## config.mk

```make
export PLATFORM = sky130hd
export DESIGN_NAME = vga_pattern_sequencer
export DESIGN_NICKNAME = d
export VERILOG_FILES = /design/src/rtl/vga_pattern_sequencer.sv
export SDC_FILE = /design/constraint.sdc
export NUM_CORES = 1
export LEC_CHECK = 0
export CORE_UTILIZATION = 45
export CTS_BUF_LIST = sky130_fd_sc_hd__clkbuf_2
export CTS_CLUSTER_SIZE = 40
export DETAILED_ROUTE_END_ITERATION = 8
export PLACE_DENSITY_LB_ADDON = 0.3
export RECOVER_POWER = 100
export SKIP_CTS_REPAIR_TIMING = 1
export SLEW_MARGIN = 20
export SYNTH_ARGS = -nofsm -noshare
export SYNTH_HDL_FRONTEND = slang
export SYNTH_SLANG_ARGS = --single-unit
```

## constraint.sdc

```tcl
create_clock -name clock -period 3.59 [get_ports clock]
set_input_delay 0.718 -clock clock [delete_from_list [all_inputs] [get_ports clock]]
set_output_delay 0.718 -clock clock [all_outputs]
set_load 0.01 [all_outputs]
```

## src/rtl/vga_pattern_sequencer.sv

```systemverilog
// Button/auto stepping of the VGA test-pattern code, applied only at vSync falling edges (update 2 clocks after vSync is first seen low).
// No backpressure: a one-deep, last-press-wins request waits for the next frame boundary.
module vga_pattern_sequencer #(
    parameter int unsigned DEBOUNCE_CYCLES = 1000000,
    parameter int unsigned DWELL_FRAMES    = 120,
    parameter logic [7:0]  PATTERN_MASK    = 8'hFF,
    parameter logic [2:0]  RESET_SEL       = 3'd7
) (
    input  logic       clock,
    input  logic       resetN,
    input  logic       vSync,
    input  logic       btnNext,
    input  logic       btnPrev,
    input  logic       autoEnable,
    output logic [2:0] selection,
    output logic       selChanged,
    output logic       pending
);

    localparam int unsigned   CW         = (DEBOUNCE_CYCLES > 1) ? $clog2(DEBOUNCE_CYCLES) : 1;
    localparam logic [CW-1:0] CNT_MAX    = CW'(DEBOUNCE_CYCLES - 1);
    localparam logic [15:0]   DWELL_LAST = 16'(DWELL_FRAMES - 1);
    localparam logic          MASK_ON    = |PATTERN_MASK;

    typedef enum logic [1:0] {IDLE, PEND_NEXT, PEND_PREV} req_state_t;

    req_state_t    state;
    logic [2:0]    vs_sync;
    logic          frame_start;
    logic [1:0]    auto_sync;
    logic [1:0]    btn_raw;
    logic [1:0]    btn_s1;
    logic [1:0]    btn_s2;
    logic [1:0]    btn_acc;
    logic [1:0]    btn_press;
    logic [CW-1:0] db_cnt [2];
    logic [15:0]   frame_cnt;
    logic          req_next;
    logic          req_prev;

    assign btn_raw     = {btnPrev, btnNext};
    assign frame_start = !vs_sync[1] && vs_sync[2];
    // Simultaneous presses cancel each other; an empty mask disables all stepping.
    assign req_next    = MASK_ON && btn_press[0] && !btn_press[1];
    assign req_prev    = MASK_ON && btn_press[1] && !btn_press[0];

    function automatic logic [2:0] step_next(input logic [2:0] cur);
        logic [2:0] r;
        logic [2:0] c;
        logic       found;
        r     = cur;
        found = 1'b0;
        for (int i = 1; i <= 8; i++) begin
            c = cur + 3'(i);
            if (!found && PATTERN_MASK[c]) begin
                r     = c;
                found = 1'b1;
            end
        end
        return r;
    endfunction

    function automatic logic [2:0] step_prev(input logic [2:0] cur);
        logic [2:0] r;
        logic [2:0] c;
        logic       found;
        r     = cur;
        found = 1'b0;
        for (int i = 1; i <= 8; i++) begin
            c = cur - 3'(i);
            if (!found && PATTERN_MASK[c]) begin
                r     = c;
                found = 1'b1;
            end
        end
        return r;
    endfunction

    always_ff @(posedge clock or negedge resetN) begin
        if (!resetN) begin
            vs_sync   <= '0;
            auto_sync <= '0;
        end else begin
            vs_sync   <= {vs_sync[1:0], vSync};
            auto_sync <= {auto_sync[0], autoEnable};
        end
    end

    // Counter runs only while the synced level differs from the accepted one.
    always_ff @(posedge clock or negedge resetN) begin
        if (!resetN) begin
            btn_s1    <= '0;
            btn_s2    <= '0;
            btn_acc   <= '0;
            btn_press <= '0;
            db_cnt[0] <= '0;
            db_cnt[1] <= '0;
        end else begin
            btn_s1    <= btn_raw;
            btn_s2    <= btn_s1;
            btn_press <= '0;
            for (int i = 0; i < 2; i++) begin
                if (btn_s2[i] == btn_acc[i]) begin
                    db_cnt[i] <= '0;
                end else if (db_cnt[i] == CNT_MAX) begin
                    btn_acc[i]   <= btn_s2[i];
                    btn_press[i] <= btn_s2[i];
                    db_cnt[i]    <= '0;
                end else begin
                    db_cnt[i] <= db_cnt[i] + 1'b1;
                end
            end
        end
    end

    always_ff @(posedge clock or negedge resetN) begin
        if (!resetN) begin
            state      <= IDLE;
            selection  <= RESET_SEL;
            selChanged <= 1'b0;
            pending    <= 1'b0;
            frame_cnt  <= '0;
        end else begin
            selChanged <= 1'b0;
            if (frame_start && state != IDLE) begin
                selection  <= (state == PEND_NEXT) ? step_next(selection) : step_prev(selection);
                selChanged <= 1'b1;
                frame_cnt  <= '0;
            end else if (!auto_sync[1]) begin
                frame_cnt <= '0;
            end else if (frame_start && MASK_ON) begin
                if (frame_cnt == DWELL_LAST) begin
                    selection  <= step_next(selection);
                    selChanged <= 1'b1;
                    frame_cnt  <= '0;
                end else begin
                    frame_cnt <= frame_cnt + 16'd1;
                end
            end

            // A press coinciding with frame_start survives into the next frame.
            if (req_next) begin
                state   <= PEND_NEXT;
                pending <= 1'b1;
            end else if (req_prev) begin
                state   <= PEND_PREV;
                pending <= 1'b1;
            end else if (frame_start) begin
                state   <= IDLE;
                pending <= 1'b0;
            end
        end
    end

endmodule
```

==> flow_summary.toml <==
[floorplan]
die_h_um = 92.7
row_count = 32
fp.dieArea_sq_mm = 0.00860
core_region_area_sq_mm = 0.00785
floorplan.initialDensity_pct = 47.2
die_x_um = 92.7
ios = 11

[cts]
cts_made_buffers = 9
cts_tree = "done"
clock_latency_on_the_worst_skew_pair_ns = 0.51
clkSlewWorstSetupHoldPaths_ns = 0.23
clock-root-buffer = "clkbuf_2"
clkSinkCount = 76
max-clock-path-buffers = 2
ctsHtreeMaxLevel = 3

[finish]
filler_cell_count = 752
fin_cells = 485
design.final.nets = 391
final_area_sq_mm = 0.00397
sequential_cell_area_sq_mm = 0.00191
area.growth.synth_to_final_pct = 7.02
antenna-diode-count = 0
multi_input_area_sq_mm = 0.00167
finish.utilization_pct = 50.5
layout-drive-gt1-share_pct = 7.31

[setup_path]
cp_data_required_time_ns = 3.97
arrival_ns = 2.94
critical_path.max_fanout = 16
crit_path_end_kind = "register"
cp_top_family = "simple AND/OR/NAND/NOR gates"
cp_cell_sequence = "nand3_1 > or4b_1 > o31ai_1 > clkbuf_1 > nor2_1"
critPathMaxStageDelay_ns = 0.61
critical_path.n_buffers_inverters = 1
critPathKind = "register to register"
timing.critical_path.slowest_stage_cell = "clkbuf_1"
cp-start-kind = "register"
setup.reg_to_reg.worst_slack_ns = 1.04

[route]
routed-wl-met2_um = 3120
initial_drc_count = 143
route.vias.total = 2791
routed_wl_um = 6690
wl_met3_um = 216
wirelength_met1_um = 3230
firstDrtPassIters = 4
dr.max_layer_used = "met4"
ant_nets = 0
drc = 0
route.detailed.vias_per_inst = 5.75
routedWlPerCell_um = 13.8

[placement]
placed_area_sq_mm = 0.00389
pre_cts_ws_ns = 1.51
place_inst = 469
globalplace.congestion = 0.801
port-buffer-count = 10
post-dp-hpwl_um = 4570

[yosys]
ys_dominant_reg_cell = "dfrtp_1"
synth_most_common_cell = "dfrtp_1"
ys_seq_area_share_pct = 51.4
synth_cells = 368
synthArstFlopShare_pct = 100
mappedNetlistNets = 381
synth_enable_flop_cells = 0
syn-cell-area_sq_mm = 0.00370
synth_top_area_share_pct = 49.3
synth_warnings = 0
synth_area_per_cell_sq_um = 10.1
yosys_register_bits = 76
synth.top_cells.by_area = "dfrtp_1 (49%), xor2_1 (4.5%), nor2_1 (3.2%)"
yosys.area.top_type = "dfrtp_1"
synth.cells.most_frequent = "dfrtp_1 (73), nor2_1 (32), nand3_1 (21)"
synth.distinct_cells = 51

[power]
total_leakage_power_nw = 1.63
power_per_cell_area_mw_per_mm2 = 339
total_power_mw = 1.35
power.ir.vdd_worst_v = 0.000175

[sta]
timing.final.ws_setup_ns = 1.04
fin_skew_ns = 0.0246
worst_hold_slack_ns = 0.377
grt_setup_unrepaired = "no"
finalCritPeriodShare_pct = 71.2
worstMarginPinSlew_ns = 1.83
finalMaxSlewViolations = 77
setup_viol = 0
fmax_mhz = 391
final.min_clock_period_ns = 2.55
timing_hold_violations_final = 0
worst_slew_margin_rel_pct = -21.9
final.setup.tns_ns = 0

[global_route]
grt_start_max_net_pins = 77
grt_util_all_layers_pct = 17.5
globalRouteOverflowTotal = 0
antenna_found_initial = 0
via_count_of_the_first_global_routing_pass = 2676
grt_first_pass_wirelength_um = 12100

[job]
maxCapViolCount = 1

[outcome]
violations = "max-capacitance violations, max-slew violations"
outcome = "finished, violations left"

[min_path]
hold_path.class = "register to register"
-- flip-flops by register name (all words and copies together) (netlist names) --
register / flops
frame_cnt: 16
pending: 1
btn_acc: 2
vs_sync: 3
selChanged: 1
selection: 3
btn_s1: 2
btn_s2: 2
db_cnt: 40
btn_press: 2
auto_sync: 2
state: 2
-- logic make-up after synthesis --
logic type,Yosys count,synth area share [%]
and+or+nand+nor,155,23.3
DFF,76,51.4
xor gates and xnor gates,29,6.86
adders and majority gates,7,2.36
buffers and inverters,29,3.17
AOI/OAI and AO/OA,67,11.5
muxes,5,1.42
-- cells in the final DEF (no fill, tap or decap), drive strengths merged, types with 3 or more instances in the layout --
master	instances
mux2i	3
dfstp	3
nand4	15
a31oi	11
and3	7
o21ai	15
xor2	19
clkinv	4
nor2	32
nand2b	3
and4	5
dfrtp	73
nand2	20
a21oi	19
clkbuf	12
nand3	21
clkdlybuf4s50	3
nor3	7
inv	17
or3	15
xnor2	10
and2	3
ha	7
or4	9
or2	3
nor4	5
o31ai	9
dlygate4sd3	6
-- final cells by class --
type / count / share of cell area, %
clock buffers: 9 / 1.14
clock inverters: 7 / 1.29
inverters: 16 / 1.51
multi-input cells: 263 / 42.2
flip-flops and latches: 76 / 48.1
well taps: 102 / 3.22
repair buffers: 12 / 2.59
-- power breakdown --
| group | internal [mW] | total [mW] | switching [mW] |
|---|---|---|---|
| combinational | 0.0156 | 0.0573 | 0.0417 |
| clock | 0.0932 | 0.409 | 0.316 |
| sequential | 0.869 | 0.880 | 0.0106 |
| total | 0.978 | 1.35 | 0.368 |
-- routing by layer --
layer,global-route usage [%],up-vias
met3,2.87,12
met5,0,-
li1,-,1360
met2,26.7,54
met1,24.5,1365
met4,8.33,0
-- worst paths after layout --
kind                            start             to  cells past startpoint
setup / recovery           db_cnt[37]     db_cnt[22]                      5
hold / removal              btn_s1[0]      btn_s2[0]                      0
setup reg to reg           db_cnt[37]     db_cnt[22]                      5
hold reg to reg             btn_s1[0]      btn_s2[0]                      0
max in group asynchronous      resetN  frame_cnt[12]                      1
min in group asynchronous      resetN     selChanged                      1
No activity file was read; power rests on OpenSTA's default activity.
==> variant (same flow settings) <==
Encoding of `req_state_t`: now one-hot (3 bits for 3 states).
--- a/src/rtl/vga_pattern_sequencer.sv
+++ b/src/rtl/vga_pattern_sequencer.sv
@@ -23,5 +23,5 @@
     localparam logic          MASK_ON    = |PATTERN_MASK;
 
-    typedef enum logic [1:0] {IDLE, PEND_NEXT, PEND_PREV} req_state_t;
+    typedef enum logic [2:0] {IDLE = 3'b001, PEND_NEXT = 3'b010, PEND_PREV = 3'b100} req_state_t;
 
     req_state_t    state;
Function: no difference found for any inputs over 10 cycles, from zero or initial values and one cycle with resetN low; not proved beyond that.
==> variant against the unedited design <==
The run still ends with max-capacitance violations, max-slew violations left; non-clock buffer count did not move; worst setup slack gained 0.17 ns; wire length is 3.7% higher; sequential cell count up 1; utilization down 0.94 points; synthesized area increased by 2.8%; count of clock-buffer cells in the layout is 1 higher; sequential share of layout area decreased by 0.64 points; synthesized cell count is 3.0% higher; final area up 2.7%.
Power is not compared: it rests on default switching activity, and its combinational part moved more than twofold at a synthesized area within 25%.
==> variant: results (changes against the unedited design) <==
| Metric | Value |
|---|---|
| Clock-cell share | `2.58% (+0.15 points)` |
| Net Count, Synth | `392 (+2.9%)` |
| Reg2Reg Launch Point | `frame_cnt[10]` |
| Max cap viols | `1 (unchanged)` |
| Max Fclk | `0.419 GHz (+7.2%)` |
| Met1 Wirelength | `3.34 mm (+3.6%)` |
| Final #Nets | `400 (+2.3%)` |
| Reg-to-Reg End | `frame_cnt[3]` |
| Sequential share of cell area | `47.4% (-0.64 points)` |
| CLK BUF | `10 (+1)` |
| Clock skew | `0.0237 ns (-0.000960 ns)` |
| RD Place Congestion | `0.780 (-2.5%)` |
| Hold path startpoint | `btn_s1[1]` |
| Failing checks | `max-capacitance violations, max-slew violations` |
| Vias in the first global route | `2592 (-3.1%)` |
| Vias per cell | `5.60 (-2.7%)` |
| Crit path to | `selection[0]` |
| Routed wl met3 | `174 um (-19%)` |
| Area delta synth->final | `7.00% (about the same)` |
| Outcome | `finished with violations` |
| Fillers | `777 (+3.3%)` |
| Synthesized area per cell | `10.0 um2 (-0.21%)` |
| Met2 WL | `3.34 mm (+7.2%)` |
| Max Slew Vio Count | `78 (+1.3%)` |
| Global routing usage on met1 | `23.3% (-1.2 points)` |
| Top post-synthesis cells by count | `73 x dfrtp_1, 42 x nor2_1, 26 x nand2_1` |
| NonClk Buf Share | `2.52% (-0.069 points)` |
| Non-filler cells, final | `497 (+2.5%)` |
| WHS | `0.380 ns (+0.00301 ns)` |
| Multi-input gate share of the layout cell area | `42.8% (+0.59 points)` |
| WL per Instance | `14.0 um (+1.2%)` |
| First-pass GRT wire length | `12.0 mm (-0.75%)` |
| Top Family by Delay on Critical Path | `flip-flops` |
| Largest net degree at the start of global routing | `78 (+1.3%)` |
-- variant: cell types whose count changed after synthesis, moves of 3 or more --
cell      before  now
or4_1          9    6
xnor2_1       10   17
nand4b_1       1    4
a211oi_1       0    4
nand2_1       20   26
nor2_1        32   42
nand3_1       21   16
a31oi_1       11    0
clkbuf_1       7   10
or3_1         14    7
-- variant: report_power, final --
group | total [mW] | switching [mW] | internal, mW
Combinational | 0.119 | 0.0695 | 0.0491
Sequential | 0.913 | 0.0206 | 0.892
Clock | 0.457 | 0.300 | 0.157
Total | 1.49 | 0.390 | 1.10
-- variant: kinds of logic (layout without fill, tap and decap cells) --
group,count (synthesis),count (layout),synth area share [%]
compound gates,59,59,9.79
simple gates,163,163,23.8
flops,77,77,50.7
mux,7,7,1.97
buf+inv,31,44,3.32
fa+ha+maj,7,7,2.30
xor+xnor,35,35,8.05
